==> config.mk <==
export PLATFORM = sky130hd
export DESIGN_NAME = mac_feed
export DESIGN_NICKNAME = d
export VERILOG_FILES = /design/src/rtl/mac_feed_pkg.sv /design/src/rtl/shift_add_mul.sv /design/src/rtl/mac_feed.sv
export SDC_FILE = /design/constraint.sdc
export NUM_CORES = 1
export LEC_CHECK = 0
export BUFFER_PORTS_ARGS = -buffer_cell sky130_fd_sc_hd__buf_2
export CAP_MARGIN = 25
export CORE_UTILIZATION = 55
export DETAILED_ROUTE_END_ITERATION = 7
export GPL_ROUTABILITY_DRIVEN = 0
export HOLD_SLACK_MARGIN = 0.1
export PLACE_DENSITY = 0.77
export SETUP_SLACK_MARGIN = 0.15
export SLEW_MARGIN = 15
export SYNTH_ARGS = -nofsm -noshare
export SYNTH_HDL_FRONTEND = slang
export SYNTH_SLANG_ARGS = --single-unit
export TNS_END_PERCENT = 100
==> constraint.sdc <==
create_clock -name clk_i -period 4.65 [get_ports clk_i]
set_clock_uncertainty 0.15 [all_clocks]
set_input_delay 0.6975 -clock clk_i [delete_from_list [all_inputs] [get_ports clk_i]]
set_output_delay 0.6975 -clock clk_i [all_outputs]
set_load 0.01 [all_outputs]
==> src/rtl/mac_feed_pkg.sv <==
// Shared constants for the MAC feeder: FSM state codes and the sqrt-stage
// handshake and saturation constants.
package mac_feed_pkg;

   typedef enum logic [2:0] {
      StIdle   = 3'd0,
      StMul    = 3'd1,
      StAdd    = 3'd2,
      StWaitDs = 3'd3,
      StIssue  = 3'd4
   } state_e;

   localparam logic [1:0] DS_IDLE = 2'b00;
   localparam logic [7:0] SAT_MAX = 8'hFF;

endpackage

==> src/rtl/shift_add_mul.sv <==
// Sequential shift-add multiplier: one multiplier bit per step, AB_W steps per product.
module shift_add_mul #(
   parameter int unsigned AB_W  = 4,
   parameter int unsigned CNT_W = 2
) (
   input  logic                  clk_i,
   input  logic                  rst_i,
   input  logic                  load_i,
   input  logic                  step_i,
   input  logic [AB_W-1:0]       a_i,
   input  logic [AB_W-1:0]       b_i,
   output logic [2*AB_W-1:0]     acc_o,
   output logic                  done_o
);

   logic [2*AB_W-1:0] acc_q;
   logic [2*AB_W-1:0] mcand_q;
   logic [AB_W-1:0]   mplier_q;
   logic [CNT_W-1:0]  cnt_q;

   always_ff @(posedge clk_i) begin
      if (rst_i) begin
         acc_q    <= '0;
         mcand_q  <= '0;
         mplier_q <= '0;
         cnt_q    <= '0;
      end else if (load_i) begin
         acc_q    <= '0;
         mcand_q  <= {{AB_W{1'b0}}, a_i};
         mplier_q <= b_i;
         cnt_q    <= '0;
      end else if (step_i) begin
         // Product fits in 2*AB_W bits, so the accumulate never overflows.
         if (mplier_q[0]) begin
            acc_q <= acc_q + mcand_q;
         end
         mcand_q  <= mcand_q << 1;
         mplier_q <= mplier_q >> 1;
         cnt_q    <= cnt_q + CNT_W'(1);
      end
   end

   assign acc_o  = acc_q;
   assign done_o = (cnt_q == CNT_W'(AB_W - 1));

endmodule

==> src/rtl/mac_feed.sv <==
// Computes sat(a*b + c) and hands the result to the sqrt stage through its
// start/busy handshake. One job in flight; requests are taken only when idle.
module mac_feed
   import mac_feed_pkg::*;
#(
   parameter int unsigned AB_W  = 4,
   parameter int unsigned CNT_W = 2
) (
   input  logic                  clk_i,
   input  logic                  rst_i,
   input  logic                  start_i,
   input  logic [AB_W-1:0]       a_i,
   input  logic [AB_W-1:0]       b_i,
   input  logic [2*AB_W-1:0]     c_i,
   output logic                  busy_o,
   output logic                  sat_o,
   input  logic [1:0]            ds_busy_i,
   output logic                  ds_start_o,
   output logic [2*AB_W-1:0]     ds_x_o
);

   localparam int unsigned X_W = 2 * AB_W;

   state_e         state_q;
   logic           busy_q;
   logic           ds_start_q;
   logic           sat_q;
   logic [X_W-1:0] ds_x_q;
   logic [X_W-1:0] c_q;
   logic [X_W-1:0] acc;
   logic [X_W:0]   sum9;
   logic           mul_load;
   logic           mul_step;
   logic           mul_done;

   assign mul_load = (state_q == StIdle) && start_i;
   assign mul_step = (state_q == StMul);
   assign sum9     = {1'b0, acc} + {1'b0, c_q};

   shift_add_mul #(
      .AB_W  (AB_W),
      .CNT_W (CNT_W)
   ) u_mul (
      .clk_i  (clk_i),
      .rst_i  (rst_i),
      .load_i (mul_load),
      .step_i (mul_step),
      .a_i    (a_i),
      .b_i    (b_i),
      .acc_o  (acc),
      .done_o (mul_done)
   );

   // Outputs are registered on the transition into the state that owns them.
   always_ff @(posedge clk_i) begin
      if (rst_i) begin
         state_q    <= StIdle;
         busy_q     <= 1'b0;
         ds_start_q <= 1'b0;
         sat_q      <= 1'b0;
         ds_x_q     <= '0;
         c_q        <= '0;
      end else begin
         ds_start_q <= 1'b0;
         case (state_q)
            StIdle: begin
               if (start_i) begin
                  c_q     <= c_i;
                  busy_q  <= 1'b1;
                  state_q <= StMul;
               end
            end
            StMul: begin
               if (mul_done) begin
                  state_q <= StAdd;
               end
            end
            StAdd: begin
               ds_x_q  <= sum9[X_W] ? X_W'(SAT_MAX) : sum9[X_W-1:0];
               sat_q   <= sum9[X_W];
               state_q <= StWaitDs;
            end
            StWaitDs: begin
               if (ds_busy_i == DS_IDLE) begin
                  ds_start_q <= 1'b1;
                  state_q    <= StIssue;
               end
            end
            StIssue: begin
               busy_q  <= 1'b0;
               state_q <= StIdle;
            end
            default: begin
               busy_q  <= 1'b0;
               state_q <= StIdle;
            end
         endcase
      end
   end

   assign busy_o     = busy_q;
   assign ds_start_o = ds_start_q;
   assign sat_o      = sat_q;
   assign ds_x_o     = ds_x_q;

endmodule
==> results.md, run 1 <==
- Final antenna-violating net count: 0
- Post-CTS setup buffers: 0
- Number of DRC markers in iteration 0: 54
- Synthesized instance count: 265
- Cells after DPL: 333
- Clock Pin Slew Worst Setup and Hold Paths: 80 ps
- Via total after detailed routing: 1,884
- Setup TNS: 0 ps
- Die Y: 65.8 um
- Comb pwr share: 0.095
- Largest family of logic cells by synthesized area: simple AND/OR/NAND/NOR gates
- Asr flop ratio synth: 0
- CTS root buffer: clkbuf_8
- Vias per Instance: 5.52
- Hold buffer count at cts: 0
- Setup Crit Path Kind: reg -> reg
- CTS Buffer Depth: 2
- CP startpoint kind: flip-flop
- All-layer global routing usage: 0.223
- Clock tree from TritonCTS: built
- Final setup viols: 0
- Max-Cap Viols: 0
- Sequential area share after synthesis: 0.394
- Crit end category: flip-flop
- Multi-input gate area: 0.00129 mm2
- Drt total wl: 4390 um
- Top FF cell, synth: dfxtp_1
- Final HPWL DP: 3250 um
- Clock power share: 0.350
- Starting Density: 0.593
- Residual DRC: 0
- Syn. warnings: 0
- Row count: 22
- Total grt overflow: 0
- Post-synthesis instance area: 0.00224 mm2
- Most area-hungry cell type in the Yosys netlist: dfxtp_1
- Pwr Total: 0.716 mW
- Hold slack: 312 ps
- Largest net degree at the start of global routing: 30
- Leak Pwr: 1.07 nW
- First-pass GRT wire length: 7280 um
- Post-synthesis compound-gate area fraction: 0.200
- Final min period: 2330 ps
- Internal: 0.534 mW
- Worst-Skew Late Latency: 300 ps
- Synth Register Bits: 44
- # IOs: 32
- Part of the cycle the worst path needs: 0.500
- Area growth from synthesis to layout: 11.5%
- Share of layout cells above drive strength 1: 0.167
- RSZ-0062 raised after global routing: false
- Worst Tran Pin Value: 813 ps
- H-tree depth: 2
- Post-synthesis simple-gate area fraction: 0.230
- Switch share: 0.254
- Final hold vios: 0
- CP max FO: 8
- Routed WL per cell: 12.9 um
- Power Density: 287 mW/mm2
- Final core utilization: 0.661
- Proportion of synthesized area in mux cells: 0.00447
- Mean Syn Cell Area: 8.44 um2
- Synth Area in XOR/XNOR: 0.0313
- Peak Freq: 0.430 GHz
- Maximum vdd drop: 184 uV
- Number of inserted diodes: 0
- Chip width: 65.8 um
- Register area: 881 um2
- Adder-cell share of the synthesized area: 0.107
- Non-Filler Instances: 341
- Post-Synthesis Net Count: 304
- Final Max Slew Viols: 0
- Full die area: 0.00433 mm2
- Outcome: finished clean
- Reg power frac: 0.554
- Num CTS Buffers: 5
- Worst hold path type: reg -> reg
- Yosys cell types: 42
- CP arrival: 2340 ps
- Yosys top cell area share: 0.394
- Relative slew slack: 0.455
- Sw power: 0.181 mW
- Layout Nets: 331
- Clock sinks: 44
- Post_cts resized: 0
- Post-synth EDFFs: 0
- Top cells by area, synth: dfxtp_1 (39%), nand2_1 (9.1%), ha_1 (8.9%)
- Initial antenna violation count: 0
- Drt first pass iters: 4
- Fill count: 331
- Number of global-route vias before repair: 1,693
- WP data required: 4670 ps
- Core area: 0.00377 mm2
- IO Port Bufs: 31
[kinds of logic after synthesis]
logic type	count (synthesis)
AOI/OAI and AO/OA	72
xor gates and xnor gates	8
adders and majority gates	18
buffers and inverters	14
DFF	44
muxes	1
and+or+nand+nor	108
[final cells by class]
| cell class | instances | share of cell area |
|---|---|---|
| inverter | 2 | 0.00301 |
| clock inverter | 2 | 0.00401 |
| sequential | 44 | 0.353 |
| clock buffer | 6 | 0.0331 |
| tap | 48 | 0.0241 |
| timing repair buffer | 32 | 0.0652 |
| multi-input combinational | 207 | 0.517 |
[per-layer routing]
metal,vias to the layer above,GRT usage,wire (um)
met2,33,0.369,2070
met3,9,0.0552,153
met4,0,0.0924,83
li1,982,-,-
met1,860,0.273,2090
met5,-,0,0
[worst paths after layout]
| kind | startpoint | slack, ps | endpoint | depth (start not counted) |
|---|---|---|---|---|
| worst max-delay path | u_mul.acc_o[0]$_SDFFE_PP0P_ | 2320 | ds_x_o[2]$_SDFFE_PP0N_ | 7 |
| worst min-delay path | c_q[5]$_SDFFE_PP0P_ | 310 | c_q[5]$_SDFFE_PP0P_ | 2 |
| worst max register to register | u_mul.acc_o[0]$_SDFFE_PP0P_ | 2320 | ds_x_o[2]$_SDFFE_PP0N_ | 7 |
| worst min register to register | c_q[5]$_SDFFE_PP0P_ | 310 | c_q[5]$_SDFFE_PP0P_ | 2 |
[sequential cells by signal, indices dropped and copies added, names as in the netlist, 2 cells and up]
| register | cells |
|---|---|
| u_mul.mplier_q | 4 |
| state_q | 3 |
| u_mul.mcand_q | 8 |
| ds_x_o | 8 |
| c_q | 8 |
| u_mul.acc_o | 8 |
| u_mul.cnt_q | 2 |
[power groups by stage]
stage | registers (mW) | logic [mW] | clock network (mW)
5_1_grt | 0.398 | 0.0767 | 0.274
3_5_place_dp | 0.406 | 0.0680 | 0
2_1_floorplan | 0.402 | 0.0524 | 0
6_report | 0.397 | 0.0681 | 0.251
3_3_place_gp | 0.405 | 0.0666 | 0
4_1_cts | 0.397 | 0.0686 | 0.256
[cell usage in the layout (no fill, tap or decap), drive strengths merged, types with 2 or more instances in the layout]
cell type | synthesis | final
a21oi | 38 | 38
nor2 | 24 | 24
o21bai | 2 | 2
xor2 | 3 | 3
nor4 | 2 | 2
clkinv | 0 | 2
nand3 | 8 | 8
dfxtp | 44 | 44
and3 | 4 | 4
and2 | 3 | 3
xnor2 | 5 | 5
a21o | 5 | 5
buf | 10 | 32
nand2 | 54 | 54
fa | 2 | 2
o21ai | 8 | 8
nand2b | 3 | 3
nor3 | 3 | 3
a22oi | 2 | 2
ha | 16 | 16
nor3b | 2 | 2
clkbuf | 2 | 6
inv | 2 | 2
a211oi | 11 | 11
[Yosys cell counts (2+ instances only)]
| master | n |
|---|---|
| buf_2 | 6 |
| nor2_1 | 24 |
| o21ai_0 | 8 |
| a21oi_1 | 38 |
| a22oi_1 | 2 |
| inv_1 | 2 |
| dfxtp_1 | 44 |
| a211oi_1 | 10 |
| xnor2_1 | 5 |
| o21bai_1 | 2 |
| nor4_1 | 2 |
| clkbuf_1 | 2 |
| nor3_1 | 3 |
| nand2_1 | 54 |
| xor2_1 | 3 |
| a21o_1 | 5 |
| buf_4 | 2 |
| nand3_1 | 8 |
| ha_1 | 16 |
| and3_1 | 4 |
| and2_1 | 3 |
| fa_1 | 2 |
[worst max-delay path, cell delays in order, from the launching register on]
cell      delay, ps
dfxtp_1         340
ha_1            210
fa_1            400
a21o_1          230
a221oi_2        280
nor2_1          120
a211oi_4        320
a211oi_1        130
[metrics by stage]
stage	setup slack, ps	instance area, um2
2_1_floorplan	2510	2240
3_3_place_gp	2370	2400
3_5_place_dp	2310	2400
4_1_cts	2310	2490
5_1_grt	2160	2490
6_report	2320	2490
Power figures use the tool's default switching activity.
==> run 2, diff against run 1 <==
clock period = 2.3 ns   (was 4.65 ns; I/O delays follow)
==> run 2 against run 1 <==
Against the previous run: global-route usage is 1.4 points higher; worst hold slack got worse by 180 ps; flip-flop and latch count unchanged.
==> results.md, run 2 (synthesized netlist as in run 1, its figures left out) <==
- Outcome: finished clean
- Commonest non-fill, non-tap cell in the layout: nand2_1
- R2R Path Start: u_mul.acc_o[0]$_SDFFE_PP0P_
- Beginning of the critical path: u_mul.acc_o[0]$_SDFFE_PP0P_
- Worst Tran Pin Value: 396 ps (-417 ps)
- Maximum vdd drop: 417 uV (+130%)
- All-layer global routing usage: 0.237 (+0.0138)
- Crit-path leading delay family: compound AO/OA/AOI/OAI gates
- Routed WL per cell: 13.2 um (+2.7%)
- Worst path max stage delay: 370 ps (-30 ps)
- Final WS setup: 134 ps (-2190 ps)
- Final Max Slew Viols: 0 (unchanged)
- CP max stage cell: dfxtp_4
- Final HPWL DP: 3330 um (+2.5%)
- Power Density: 545 mW/mm2 (+90%)
- Layout Nets: 345 (+4.2%)
- Clock sinks: 44 (unchanged)
- RSZ-0062 raised after global routing: true
- Initial antenna violation count: 0 (unchanged)
- Crit end category: flip-flop
- Clock Pin Slew Worst Setup and Hold Paths: 80 ps (about the same)
- Max-Cap Viols: 0 (unchanged)
- Setup Crit Path Kind: reg -> reg
- CP startpoint kind: flip-flop
- Number of DRC markers in iteration 0: 76 (+41%)
- Most frequent cells in the layout: nand2_1 (54), dfxtp_1 (42), a21oi_1 (38)
- Final setup viols: 0 (unchanged)
- Share of layout cells above drive strength 1: 0.238 (+0.0705)
- Core area: 0.00377 mm2 (unchanged)
- Worst hold path type: in -> reg
- Part of the cycle the worst path needs: 0.942 (+0.442)
- Die Y: 65.8 um (unchanged)
- Worst R2R End: ds_x_o[5]$_SDFFE_PP0N_
- Largest net degree at the start of global routing: 20 (-33%)
- FF-to-FF path depth: 8 (+1)
- Via total after detailed routing: 1,907 (+1.2%)
- CP max FO: 7 (-1)
- Chip width: 65.8 um (unchanged)
- CP Depth: 8 (+1)
- Vias per Instance: 5.37 (-2.8%)
- Area growth from synthesis to layout: 18.8%
- Final antenna-violating net count: 0 (unchanged)
- # IOs: 32 (unchanged)
- First-pass GRT wire length: 7690 um (+5.7%)
- WP data required: 2330 ps (-2340 ps)
- IO Port Bufs: 31 (unchanged)
- Drt total wl: 4700 um (+6.9%)
- Row count: 22 (unchanged)
- Number of global-route vias before repair: 1,786 (+5.5%)
- Drt first pass iters: 4 (unchanged)
- CP arrival: 2200 ps (-140 ps)
- Total grt overflow: 0 (unchanged)
- Final hold vios: 0 (unchanged)
- Worst-Skew Late Latency: 290 ps (about the same)
- CTS Buffer Depth: 2 (unchanged)
- Fill count: 307 (-7.3%)
- Number of inserted diodes: 0 (unchanged)
- Crit-path cells: ha_4 > fa_2 > a21o_1 > a221oi_4 > nor2_2 > a211oi_4 > buf_6 > a211oi_1
- Buf+Inv Stages, Crit Path: 1 (+1)
- Num CTS Buffers: 5 (unchanged)
- Critical Path End: ds_x_o[5]$_SDFFE_PP0N_
- Flop-to-flop setup slack: 130 ps (-2190 ps)
- Leak Pwr: 1.14 nW (+6.4%)
- Final min period: 2170 ps (-159 ps)
- Full die area: 0.00433 mm2 (unchanged)
- Relative slew slack: 0.729 (+0.274)
- Peak Freq: 0.462 GHz (+7.3%)
- Starting Density: 0.593 (unchanged)
- Hold buffer count at cts: 0 (unchanged)
- Residual DRC: 0 (unchanged)
- Clock tree from TritonCTS: built
- H-tree depth: 2 (unchanged)
- CTS root buffer: clkbuf_8
- Dpl ws: -13.1 ps (-2330 ps)
- Setup TNS: 0 ps (unchanged)
- Final core utilization: 0.705 (+0.0438)
[run 2: cell count changes in the layout (fill, tap and decap cells not counted), moves of 2 or more]
cell      before  now
a211oi_2       0    4
dfxtp_1       44   42
fa_2           0    2
buf_4          1   14
a211oi_1      10    6
fa_1           2    0
[run 2: worst min path at each step]
stage / from / slack [ps] / cells after the start / endpoint
6_report: c_i[3] / 130 / 3 / c_q[3]$_SDFFE_PP0P_
5_1_grt: c_i[6] / 120 / 3 / c_q[6]$_SDFFE_PP0P_
4_1_cts: c_i[3] / 130 / 3 / c_q[3]$_SDFFE_PP0P_
3_5_place_dp: c_q[7]$_SDFFE_PP0P_ / 310 / 2 / c_q[7]$_SDFFE_PP0P_
3_3_place_gp: u_mul.cnt_q[1]$_SDFFE_PP0P_ / 300 / 2 / u_mul.cnt_q[1]$_SDFFE_PP0P_
2_1_floorplan: u_mul.cnt_q[1]$_SDFFE_PP0P_ / 290 / 2 / u_mul.cnt_q[1]$_SDFFE_PP0P_
[run 2: repair_timing]
action | CTS | global route
pin swaps | 5 | 6
gates resized for setup | 10 | 4
setup endpoints to repair | 8 | 10
buffers inserted | 5 | 1
[run 2: layer usage]
metal / GRT usage / part of all wire
met1: 0.293 / 0.48
met2: 0.403 / 0.48
met3: 0.0672 / 0.037
met4: 0.0516 / 0.0036
met5: 0 / 0
[run 2: tightest hold or removal path: stages]
cell and delay, ps:
buf_2 90, nand2_1 50, a21oi_1 50
[run 2: power by group]
| group | total, mW | switching, mW | internal [mW] |
|---|---|---|---|
| Clock | 0.497 | 0.257 | 0.240 |
| Sequential | 0.802 | 0.0195 | 0.783 |
| Combinational | 0.151 | 0.0861 | 0.0646 |
| Total | 1.45 | 0.363 | 1.09 |
[run 2: per-stage QoR]
step,area (um2),total power [mW],instances,hold slack (ps)
global placement,2460,0.963,341,296
global route,2660,1.52,355,119
finish,2660,1.45,355,130
CTS,2630,1.46,354,125
detailed placement,2460,0.968,341,305
floorplan,2240,0.919,265,290
[run 2: area by class of cell]
class / instances / area (um2) / area share
Multi-Input combinational cell: 207 / 1340 / 0.504
Sequential cell: 44 / 886 / 0.333
Timing Repair Buffer: 46 / 272 / 0.102
Clock buffer: 6 / 82.6 / 0.0311
Tap cell: 48 / 60.1 / 0.0226
Clock inverter: 2 / 10.0 / 0.00376
Inverter: 2 / 7.51 / 0.00282
==> run 3, diff against run 2 <==
PLACE_DENSITY = not set   (was 0.77)
PLACE_DENSITY_LB_ADDON = 0.1   (was not set)
==> run 3 against run 2 <==
Against the previous run: worst hold slack worse by 9.4 ps; first-iteration DRC count down 32%; fmax increased by 1.2%; final area is 1.4% lower; die area is the same; utilization down 0.96 points; cell count is 1.7% lower; critical endpoint is now ds_x_o[6]$_SDFFE_PP0N_; largest power group unchanged; highest routed layer unchanged.
==> results.md, run 3 (synthesized netlist as in run 1, its figures left out) <==
- Design area: 0.00262 mm2 (-1.4%)
- Core area: 0.00377 mm2 (unchanged)
- Drt total wl: 4560 um (-2.9%)
- Worst hold path type: in -> reg
- Starting Density: 0.593 (unchanged)
- Final Max Slew Viols: 0 (unchanged)
- First-pass GRT wire length: 7650 um (-0.53%)
- Full die area: 0.00433 mm2 (unchanged)
- R2R Path Start: u_mul.acc_o[0]$_SDFFE_PP0P_
- Commonest non-fill, non-tap cell in the layout: nand2_1
- CP startpoint kind: flip-flop
- Relative slew slack: 0.737 (+0.00752)
- Final setup viols: 0 (unchanged)
- Max-Cap Viols: 0 (unchanged)
- Crit-path cells: ha_4 > fa_2 > a21o_1 > a221oi_2 > nor2_2 > a211oi_4 > buf_6 > a211oi_1
- Critical Path End: ds_x_o[6]$_SDFFE_PP0N_
- Worst-Skew Late Latency: 300 ps (about the same)
- Hold buffer count at cts: 0 (unchanged)
- Sw power: 0.358 mW (-1.3%)
- Worst path max stage delay: 350 ps (-20 ps)
- Reg power frac: 0.506 (-0.047)
- Switch share: 0.226 (-0.0244)
- CTS root buffer: clkbuf_8
- Via total after detailed routing: 1,918 (+0.58%)
- Layout Nets: 339 (-1.7%)
- Drt first pass iters: 5 (+1)
- Most frequent cells in the layout: nand2_1 (54), dfxtp_1 (42), a21oi_1 (38)
- Routed WL per cell: 13.1 um (-1.2%)
- Total grt overflow: 0 (unchanged)
- IO Port Bufs: 31 (unchanged)
- Number of inserted diodes: 0 (unchanged)
- Flop-to-flop setup slack: 160 ps (+20 ps)
- Die Y: 65.8 um (unchanged)
- Maximum vdd drop: 476 uV (+14%)
- All-layer global routing usage: 0.233 (-0.00338)
- Hold slack: 120 ps (-9.37 ps)
- Final hold vios: 0 (unchanged)
- Internal: 1.23 mW (+13%)
- Crit end category: flip-flop
- CP max FO: 8 (+1)
- Number of DRC markers in iteration 0: 52 (-32%)
- Clock tree from TritonCTS: built
- Leak Pwr: 1.12 nW (-1.5%)
- Final core utilization: 0.695 (-0.00962)
- Share of layout cells above drive strength 1: 0.213 (-0.0252)
- Clock sinks: 44 (unchanged)
- Residual DRC: 0 (unchanged)
- Clock power share: 0.401 (+0.058)
- Row count: 22 (unchanged)
- Final min period: 2140 ps (-24.9 ps)
- CTS Buffer Depth: 2 (unchanged)
- Peak Freq: 0.467 GHz (+1.2%)
- Part of the cycle the worst path needs: 0.931 (-0.0108)
- Clock Pin Slew Worst Setup and Hold Paths: 80 ps (about the same)
- RSZ-0062 raised after global routing: true
- Beginning of the critical path: u_mul.acc_o[0]$_SDFFE_PP0P_
- Largest net degree at the start of global routing: 22 (+10%)
- Worst Tran Pin Value: 395 ps (-1.57 ps)
- Number of global-route vias before repair: 1,741 (-2.5%)
- Num CTS Buffers: 5 (unchanged)
- Worst R2R End: ds_x_o[6]$_SDFFE_PP0N_
- Power Density: 605 mW/mm2 (+11%)
- # IOs: 32 (unchanged)
- Final HPWL DP: 3330 um (-0.15%)
- CP max stage cell: dfxtp_2
- Vias per Instance: 5.50 (+2.3%)
- FF-to-FF path depth: 8 (unchanged)
- Final antenna-violating net count: 0 (unchanged)
- Comb pwr share: 0.092 (-0.012)
- H-tree depth: 2 (unchanged)
- Chip width: 65.8 um (unchanged)
- Setup TNS: 0 ps (unchanged)
- Pwr Total: 1.59 mW (+9.4%)
- Placed cell areas: 0.00245 mm2 (-0.31%)
- Initial antenna violation count: 0 (unchanged)
- Outcome: finished clean
- Setup Crit Path Kind: reg -> reg
- CP arrival: 2170 ps (-30 ps)
- Area growth from synthesis to layout: 17.2%
- WP data required: 2330 ps (about the same)
==> run 3: timing repair <==
action | in CTS | in global routing
resized for setup | 6 | 4
buffers inserted | 1 | 0
pin swaps | 4 | 1
setup endpoints to repair | 9 | 10
==> run 3: per-layer routing <==
| layer | share of wire | track usage | vias up |
|---|---|---|---|
| met2 | 0.45 | 0.366 | 32 |
| met3 | 0.035 | 0.0466 | 8 |
| met4 | 0.019 | 0.0924 | 0 |
| met1 | 0.50 | 0.311 | 878 |
| met5 | 0 | 0 | - |
| li1 | - | - | 1000 |
==> run 3: worst min-delay path by stage <==
stage,start,end,slack (ps),cells after the start
floorplan,u_mul.cnt_q[1]$_SDFFE_PP0P_,u_mul.cnt_q[1]$_SDFFE_PP0P_,290,2
global placement,u_mul.cnt_q[1]$_SDFFE_PP0P_,u_mul.cnt_q[1]$_SDFFE_PP0P_,300,2
detailed placement,u_mul.cnt_q[1]$_SDFFE_PP0P_,u_mul.cnt_q[1]$_SDFFE_PP0P_,300,2
CTS,a_i[1],u_mul.mcand_q[1]$_SDFFE_PP0P_,120,3
global route,a_i[3],u_mul.mcand_q[3]$_SDFFE_PP0P_,130,3
finish,a_i[1],u_mul.mcand_q[1]$_SDFFE_PP0P_,120,3
==> run 3: stage by stage <==
step | worst slack [ps] | instances
global route | 73.5 | 349
finish | 159 | 349
CTS | 155 | 349
global placement | 66.9 | 340
floorplan | 159 | 265
detailed placement | 16.2 | 340
==> run 3: power groups by stage <==
stage          sequential (mW)  clock (mW)  combinational, mW
4_1_cts                  0.803       0.653              0.146
2_1_floorplan            0.814           0              0.106
5_1_grt                  0.806       0.689              0.164
3_5_place_dp             0.820           0              0.144
6_report                 0.803       0.637              0.147
3_3_place_gp             0.820           0              0.142
==> run 3: layout make-up <==
type / count / area [um2]
clock buffers: 7 / 96.3
flip-flops and latches: 44 / 883
repair buffers: 40 / 226
multi-input cells: 207 / 1320
well taps: 48 / 60.1
fillers: 297 / 1150
clock inverters: 1 / 30.0
inverters: 2 / 7.51
==> run 3: worst max-delay path: cells and delay by family (launching register included) <==
family | cells | cell delay [ps]
AOI/OAI and AO/OA | 4 | 780
adders and majority gates | 2 | 500
DFF | 1 | 350
buffers and inverters | 1 | 150
and+or+nand+nor | 1 | 80
